===== src/rtl/ion_pkg.sv =====
// ============================================================================
// Module : ion_pkg
// Brief  : Shared FSM encoding and fixed-point saturation helpers.
// Rev    : 1.0
// ============================================================================
`default_nettype none

package ion_pkg;

  // Helpers work on a 64-bit signed carrier; callers size-cast the result.
  localparam int c_calc_w = 64;

  typedef logic [1:0] state_t;
  localparam state_t c_st_idle  = 2'd0;
  localparam state_t c_st_calc  = 2'd1;
  localparam state_t c_st_drain = 2'd2;
  localparam state_t c_st_done  = 2'd3;

  function automatic logic signed [c_calc_w-1:0] q_max(input int w);
    return (64'sd1 <<< (w - 1)) - 64'sd1;
  endfunction

  function automatic logic signed [c_calc_w-1:0] q_min(input int w);
    return -(64'sd1 <<< (w - 1));
  endfunction

  function automatic logic sat_ovf(input logic signed [c_calc_w-1:0] x, input int w);
    return (x > q_max(w)) || (x < q_min(w));
  endfunction

  function automatic logic signed [c_calc_w-1:0] sat_clip(input logic signed [c_calc_w-1:0] x,
                                                          input int w);
    if (x > q_max(w)) return q_max(w);
    if (x < q_min(w)) return q_min(w);
    return x;
  endfunction

endpackage

`default_nettype wire


===== src/rtl/ion_mac_stage.sv =====
// ============================================================================
// Module : ion_mac_stage
// Brief  : One channel term G*(V-E) >>> FRAC, saturated to W bits (W <= 31).
// Rev    : 1.0
// ============================================================================
`default_nettype none

module ion_mac_stage
  import ion_pkg::*;
#(
  parameter int W    = 16,
  parameter int FRAC = 8
) (
  input  logic                en,
  input  logic signed [W-1:0] g,
  input  logic signed [W-1:0] v,
  input  logic signed [W-1:0] e,
  output logic signed [W-1:0] prod,
  output logic                sat
);

  logic signed [W:0]            w_diff;
  logic signed [2*W:0]          w_g_ext;
  logic signed [2*W:0]          w_d_ext;
  logic signed [2*W:0]          w_full;
  logic signed [2*W:0]          w_shift;
  logic signed [c_calc_w-1:0]   w_wide;

  assign w_diff  = $signed({v[W-1], v}) - $signed({e[W-1], e});
  assign w_g_ext = {{(W+1){g[W-1]}}, g};
  assign w_d_ext = {{W{w_diff[W]}}, w_diff};
  assign w_full  = w_g_ext * w_d_ext;
  // Arithmetic shift floors toward minus infinity, no rounding.
  assign w_shift = w_full >>> FRAC;
  assign w_wide  = {{(c_calc_w-2*W-1){w_shift[2*W]}}, w_shift};

  assign prod = en ? W'(sat_clip(w_wide, W)) : '0;
  assign sat  = en && sat_ovf(w_wide, W);

endmodule

`default_nettype wire


===== src/rtl/ionic_current_unit.sv =====
// ============================================================================
// Module : ionic_current_unit
// Brief  : Sequential sum of NCH channel currents G_k*(V-E_k), one per cycle.
// Rev    : 1.0
// ============================================================================
`default_nettype none

module ionic_current_unit
  import ion_pkg::*;
#(
  parameter int W    = 16,
  parameter int FRAC = 8,
  parameter int NCH  = 4,
  localparam int AW  = (NCH > 1) ? $clog2(NCH) : 1
) (
  input  logic                clk,
  input  logic                rst,
  input  logic                in_valid,
  output logic                in_ready,
  input  logic [W-1:0]        V,
  input  logic                cfg_we,
  input  logic                cfg_sel,
  input  logic [AW-1:0]       cfg_addr,
  input  logic [W-1:0]        cfg_data,
  output logic                cfg_err,
  input  logic [NCH-1:0]      ch_en,
  output logic                out_valid,
  input  logic                out_ready,
  output logic [W-1:0]        I_total,
  output logic                sat
);

  localparam int            ACCW   = W + $clog2(NCH) + 1;
  localparam logic [AW-1:0] c_last = AW'(NCH - 1);

  state_t                  r_state, w_next;
  logic [AW-1:0]           r_k;
  logic signed [W-1:0]     r_v;
  logic [NCH-1:0]          r_en;
  logic signed [W-1:0]     r_g [NCH];
  logic signed [W-1:0]     r_e [NCH];
  logic signed [W-1:0]     r_prod;
  logic                    r_prod_sat;
  logic signed [ACCW-1:0]  r_acc;
  logic                    r_sat;
  logic [W-1:0]            r_i_total;
  logic                    r_sat_out;
  logic                    r_out_valid;
  logic                    r_cfg_err;

  logic signed [W-1:0]     w_prod;
  logic                    w_prod_sat;
  logic signed [c_calc_w-1:0] w_acc_wide;
  logic                    w_idle, w_accept, w_accum, w_load_out, w_cfg_ok;

  ion_mac_stage #(.W(W), .FRAC(FRAC)) u_mac (
    .en   (r_en[r_k]),
    .g    (r_g[r_k]),
    .v    (r_v),
    .e    (r_e[r_k]),
    .prod (w_prod),
    .sat  (w_prod_sat)
  );

  always_ff @(posedge clk) begin
    if (rst) r_state <= c_st_idle;
    else     r_state <= w_next;
  end

  always_comb begin
    w_next = r_state;
    case (r_state)
      c_st_idle:  if (in_valid) w_next = c_st_calc;
      c_st_calc:  if (r_k == c_last) w_next = c_st_drain;
      c_st_drain: w_next = c_st_done;
      c_st_done:  if (r_out_valid && out_ready) w_next = c_st_idle;
      default:    w_next = c_st_idle;
    endcase
  end

  always_comb begin
    w_idle     = (r_state == c_st_idle);
    w_accept   = w_idle && in_valid;
    w_accum    = (r_state == c_st_calc) || (r_state == c_st_drain);
    // First DONE cycle latches the saturated sum; out_valid follows it.
    w_load_out = (r_state == c_st_done) && !r_out_valid;
    w_cfg_ok   = (32'(cfg_addr) < NCH);
  end

  assign w_acc_wide = {{(c_calc_w-ACCW){r_acc[ACCW-1]}}, r_acc};

  always_ff @(posedge clk) begin
    if (rst) begin
      r_k         <= '0;
      r_v         <= '0;
      r_en        <= '0;
      r_prod      <= '0;
      r_prod_sat  <= 1'b0;
      r_acc       <= '0;
      r_sat       <= 1'b0;
      r_i_total   <= '0;
      r_sat_out   <= 1'b0;
      r_out_valid <= 1'b0;
      r_cfg_err   <= 1'b0;
      for (int i = 0; i < NCH; i++) begin
        r_g[i] <= '0;
        r_e[i] <= '0;
      end
    end else begin
      r_cfg_err <= cfg_we && !(w_idle && w_cfg_ok);
      if (cfg_we && w_idle && w_cfg_ok) begin
        if (cfg_sel) r_e[cfg_addr] <= cfg_data;
        else         r_g[cfg_addr] <= cfg_data;
      end

      if (w_accept) begin
        r_v        <= V;
        r_en       <= ch_en;
        r_k        <= '0;
        r_prod     <= '0;
        r_prod_sat <= 1'b0;
        r_acc      <= '0;
        r_sat      <= 1'b0;
      end

      if (r_state == c_st_calc) begin
        r_prod     <= w_prod;
        r_prod_sat <= w_prod_sat;
        r_k        <= (r_k == c_last) ? '0 : r_k + AW'(1);
      end

      // Each product is summed one cycle after it was registered.
      if (w_accum) begin
        r_acc <= r_acc + {{(ACCW-W){r_prod[W-1]}}, r_prod};
        r_sat <= r_sat | r_prod_sat;
      end

      if (w_load_out) begin
        r_i_total   <= W'(sat_clip(w_acc_wide, W));
        r_sat_out   <= r_sat | sat_ovf(w_acc_wide, W);
        r_out_valid <= 1'b1;
      end else if (r_out_valid && out_ready) begin
        r_out_valid <= 1'b0;
      end
    end
  end

  assign in_ready  = w_idle;
  assign out_valid = r_out_valid;
  assign I_total   = r_i_total;
  assign sat       = r_sat_out;
  assign cfg_err   = r_cfg_err;

endmodule

`default_nettype wire


===== config.mk =====
export PLATFORM = sky130hd
export DESIGN_NAME = ionic_current_unit
export DESIGN_NICKNAME = d
export VERILOG_FILES = /design/src/rtl/ion_pkg.sv /design/src/rtl/ion_mac_stage.sv /design/src/rtl/ionic_current_unit.sv
export SDC_FILE = /design/constraint.sdc
export NUM_CORES = 1
export LEC_CHECK = 0
export ABC_AREA = 0
export CORE_ASPECT_RATIO = 0.75
export CORE_MARGIN = 2
export CORE_UTILIZATION = 48
export CTS_BUF_LIST = sky130_fd_sc_hd__clkbuf_2 sky130_fd_sc_hd__clkbuf_4 sky130_fd_sc_hd__clkbuf_8
export CTS_CLUSTER_SIZE = 16
export DETAILED_ROUTE_END_ITERATION = 8
export DONT_BUFFER_PORTS = 1
export PLACE_DENSITY = 0.69
export SETUP_SLACK_MARGIN = 0.02
export SLEW_MARGIN = 40
export SYNTH_ARGS = -nofsm -noshare
export SYNTH_HDL_FRONTEND = slang
export SYNTH_SLANG_ARGS = --single-unit

===== constraint.sdc =====
create_clock -name clk -period 12.6 [get_ports clk]
set_input_delay 0.63 -clock clk [delete_from_list [all_inputs] [get_ports clk]]
set_output_delay 0.63 -clock clk [all_outputs]
set_load 0.1 [all_outputs]

== After elaboration in Yosys (flattened, before gate mapping) ==
Memories as Yosys holds them, arrays and structs flattened. A register that Yosys moved wholly into a read port is not among the register bits.
Index checks and enable logic that the tools add are counted.
Cells by class
  $add $sub $neg: 3
  multiply operators: 1
  magnitude comparators: 5
  eq/ne operators: 7
  multiplexer cells: 57
  bitwise operators: 2
  reduce and logical (&&, ||, !) cells: 18
Operator list (count)
  $mux 16: 13
  $mux 19: 2
  $mul 16x17->33: 1
  $reduce_or 16->1: 2
  $mux 1: 28
  $gt 25x16->1 const B: 1
  $lt 25x16->1 const B: 1
  $mux 2: 12
  $add 19x19->19: 1
  $gt 19x16->1 const B: 1
  $lt 19x16->1 const B: 1
  $sub 16x16->17: 1
  $pmux 2 s4: 1
  $eq 2x2->1 const B: 3
  $logic_and 1x1->1: 6
  $ne 2x2->1 const B: 3
  $reduce_bool 2->1: 3
  $logic_or 1x1->1: 3
  $lt 2x3->1 const B: 1
  $reduce_and 3->1: 1
  $add 2x1->2 const B: 1
  $bmux 1 s2: 1
  $eq 2x1->1 const B: 1
  $logic_not 1->1: 2
  2 further kinds: 3
Storage, ports and cells
  flip-flop bits (word level): 80
  memory bits (writable): 128
  bits of input ports: 44
  output and inout bits: 20
  logic and storage cells: 107
  memories: 2
Memory list
  r_e: words 4, bits a word 16, rd ports 1, clocked after Yosys merged registers in 1, write ports 4, RTL line ionic_current_unit.sv:41  | logic signed [W-1:0] r_e [NCH];
  r_g: words 4, bits a word 16, rd ports 1, clocked after Yosys merged registers in 1, write ports 4, RTL line ionic_current_unit.sv:40  | logic signed [W-1:0] r_g [NCH];

== Longest topological paths before layout ==
  depth in word-level cells: 9
  depth in mapped cells: 43
  depth with buffers taken out: 36

== Hierarchy ==
A second synthesis with hierarchy kept.
Unflattened totals
  cells, all modules: 2292
  area total of the unflattened synthesis: 21869.7 um^2
By module, submodules not included
  ion_mac_stage: instances 1, cells each 1453, area an instance 12187.9 um^2, seq. area each 0.0 um^2
  ionic_current_unit: instances 1, cells each 839, area an instance 9681.8 um^2, seq. area each 5485.3 um^2

== Worst setup path after synthesis ==
No wires, ideal clock.
  kind: reg2reg
  start: register with a tool-made name
  end: register r_prod[5]
  library setup time: 0.122 ns
  data arrival time: 11.426 ns
  required time: 12.478 ns
  slack: 1.052 ns
  stages on the path, launching flop included: 42
  path buffers: 7
  clock period less this slack: 11.548 ns
  path through: dfxtp_1 > buf_4 > buf_1 > buf_1 > buf_1 > mux4_2 > ha_1 > inv_1 > fa_1 > a21o_1 > a21oi_1 > o21ai_1 > a21o_1 > a21oi_1 > o21ai_1 > o41ai_1 > o21ai_1 > o22ai_1 > (+6 left out) > fa_1 > fa_1 > inv_1 > fa_1 > inv_1 > ha_1 > clkbuf_1 > a21oi_1 > o21bai_1 > a21oi_1 > o211ai_1 > o21ai_1 > o211ai_1 > a21oi_1 > xnor2_1 > o22ai_2 > buf_2 > a221o_1
RTL lines
  end signal, assigned: RTL line ionic_current_unit.sv:127  | r_prod <= w_prod;
  end, declared: RTL line ionic_current_unit.sv:42  | logic signed [W-1:0] r_prod;

==> results.json <==
{
  "cts_tree": "done",
  "status": "completed",
  "yosysUniqueCellTypes": 82,
  "reg2reg_to": "r_prod[0]",
  "clock.fmax_mhz": 90.1,
  "die_h_um": 185,
  "cpPeakStageDelay_ps": 790,
  "dp_hpwl_um": 41800,
  "finClkSkew_ps": 20.0,
  "final_nets": 2582,
  "num_rows": 66,
  "drt_iter0_drc": 1188,
  "vias": 15100,
  "min_path_type": "in2reg",
  "syn_nets": 2604,
  "drive_gt1_frac": 0.0923,
  "grt_max_degree": 71,
  "rrSetupSlack_ps": 1510,
  "cts_hold_buf": 0,
  "tns_ps": 0,
  "die_x_um": 245,
  "reg2regPathDepth": 35,
  "tightest_slew_ps": 910,
  "viasPerCell": 5.50,
  "wl_per_cell_um": 19.6,
  "grt_pass1_wl_um": 86900,
  "track_usage": 0.250,
  "gp_congestion": 0.922,
  "seq_area_frac_synth": 0.262,
  "drt-total-wl_um": 53700,
  "slew_headroom": 0.391,
  "start_util": 0.484,
  "rsz0062_at_grt": "false",
  "layout_commonest_cell": "inv_1",
  "crit_required_ps": 13090,
  "drc_errors": 0,
  "synth-edff-count": 128,
  "yosys_most_used_dff": "edfxtp_1",
  "period_needed_ps": 11090,
  "avgSynthCellArea_um2": 9.67,
  "final_antenna_net_count": 0,
  "hold_end": "out_valid",
  "grt_overflow": 0,
  "worstPathMaxFanout": 29,
  "maxCapViolCount": 0,
  "syn_inst": 2163,
  "clk_pin_slew_worst_paths_ps": 60,
  "grt_pass1_vias": 15700,
  "report.final.setup_viol": 0,
  "core_area_um2": 43200,
  "ys_ff_latch": 210,
  "numPortBuffers": 0,
  "htree_num_levels": 2,
  "hold_viol_final": 0,
  "cpMostUsedCell": "fa_1",
  "io_pins": 64,
  "drt_first_pass_iters": 7,
  "whs_ps": 146,
  "drv_slew": 0,
  "area_delta_synth_final_pct": 7.40,
  "worst_ep_arrival_time_ps": 11580,
  "root_buffer": "clkbuf_8",
  "cts_resized": 0,
  "final_cell_mix": "inv_1, fa_1, nand2_1, nor2_1, and2_1",
  "post-route-period-util": 0.880,
  "netlist_area_um2": 20900,
  "start_kind": "flop",
  "clockBufferDepth": 3,
  "end_kind": "flop",
  "antenna_found_initial": 4,
  "worstHoldStart": "rst",
  "numCtsBuffers": 36,
  "clk_latency_ps": 550,
  "critPathSlowestCell": "fa_1",
  "yosysWarnings": 0,
  "cts_setup_buffers": 0,
  "dieArea_um2": 45300,
  "cts.sinks": 210,
  "holdPathStages": 1,
  "synthArstFlopShare": 0,
  "worstSetupPathType": "reg2reg"
}
[flip-flops by register name, indices dropped and copies added, names as in the netlist, named ones only]
register and cells:
I_total 16, r_en 4, r_prod_sat 1, cfg_err 1, r_state 2, r_g 64, out_valid 1, r_prod 16
r_acc 19, r_v 16, r_e 64, sat 1, r_k 2, r_sat 1
[Yosys cell counts, drive strengths merged, types with 15 or more instances]
cell / number / share of area
clkbuf: 79 / 0.014
edfxtp: 128 / 0.18
nor3: 25 / 0.0062
dfxtp: 82 / 0.078
nor2b: 16 / 0.0048
nand3: 20 / 0.0048
nand2: 245 / 0.044
xnor2: 46 / 0.020
a21o: 17 / 0.0061
fa: 277 / 0.27
a21oi: 95 / 0.023
o21ai: 49 / 0.012
mux4: 26 / 0.028
ha: 120 / 0.072
inv: 363 / 0.065
nor2: 181 / 0.032
buf: 17 / 0.0040
xor2: 20 / 0.0084
nand2b: 15 / 0.0045
a221o: 15 / 0.0072
and2: 163 / 0.049
[kinds of logic after synthesis]
| group | count (synthesis) | synth area share |
|---|---|---|
| buf+inv | 459 | 0.0833 |
| mux | 50 | 0.0404 |
| compound gates | 269 | 0.0864 |
| fa+ha+maj | 397 | 0.337 |
| xor+xnor | 66 | 0.0283 |
| flops | 210 | 0.262 |
| simple gates | 712 | 0.163 |
[per-layer routing]
metal | global-route usage | wire length, um | part of all wire | vias up
met3 | 0.0723 | 5530 | 0.10 | 95
met5 | 0 | 0 | 0 | -
met2 | 0.384 | 23600 | 0.44 | 537
li1 | - | - | - | 6908
met4 | 0.0683 | 1430 | 0.027 | 0
met1 | 0.346 | 23200 | 0.43 | 7559
[worst max-delay path by stage]
stage / to / slack [ps] / cells past startpoint
finish: r_prod[0] / 1510 / 35
global route: r_prod[8] / 730 / 35
CTS: r_prod[0] / 1670 / 35
detailed placement: r_prod[1] / 1690 / 35
global placement: r_prod[5] / 2070 / 35
floorplan: r_prod[5] / 1050 / 41
[area by class of cell]
cell class,instances,area [um^2]
fillers,3863,20700
multi-input cells,1494,13800
flip-flops and latches,210,5510
inverters,363,1360
well taps,578,723
clock buffers,52,666
repair buffers,36,270
clock inverters,12,128
diodes,1,2.50
[critical path: cells and delay by family (launching register included)]
| family | cells | cell delay (ps) |
|---|---|---|
| multiplexers | 1 | 260 |
| AND/OR/NAND/NOR | 1 | 150 |
| XOR/XNOR | 1 | 200 |
| adder cells (fa/ha/maj) | 8 | 4330 |
| flip-flops | 1 | 520 |
| buffers and inverters | 6 | 940 |
| AO/OA/AOI/OAI | 18 | 4620 |
[stage by stage]
step / utilization / instance area, um^2 / setup slack (ps) / instances
3_5_place_dp: 0.501 / 21600 / 1690 / 2681
5_1_grt: 0.520 / 22500 / 732 / 2745
4_1_cts: 0.519 / 22400 / 1670 / 2745
3_3_place_gp: 0.499 / 21600 / 2070 / 2681
6_report: 0.520 / 22500 / 1510 / 2746
2_1_floorplan: - / 20900 / 1050 / 2163
Power is not shown: default switching activity piles up to over one toggle a cycle in this logic, so the estimate is an artifact.
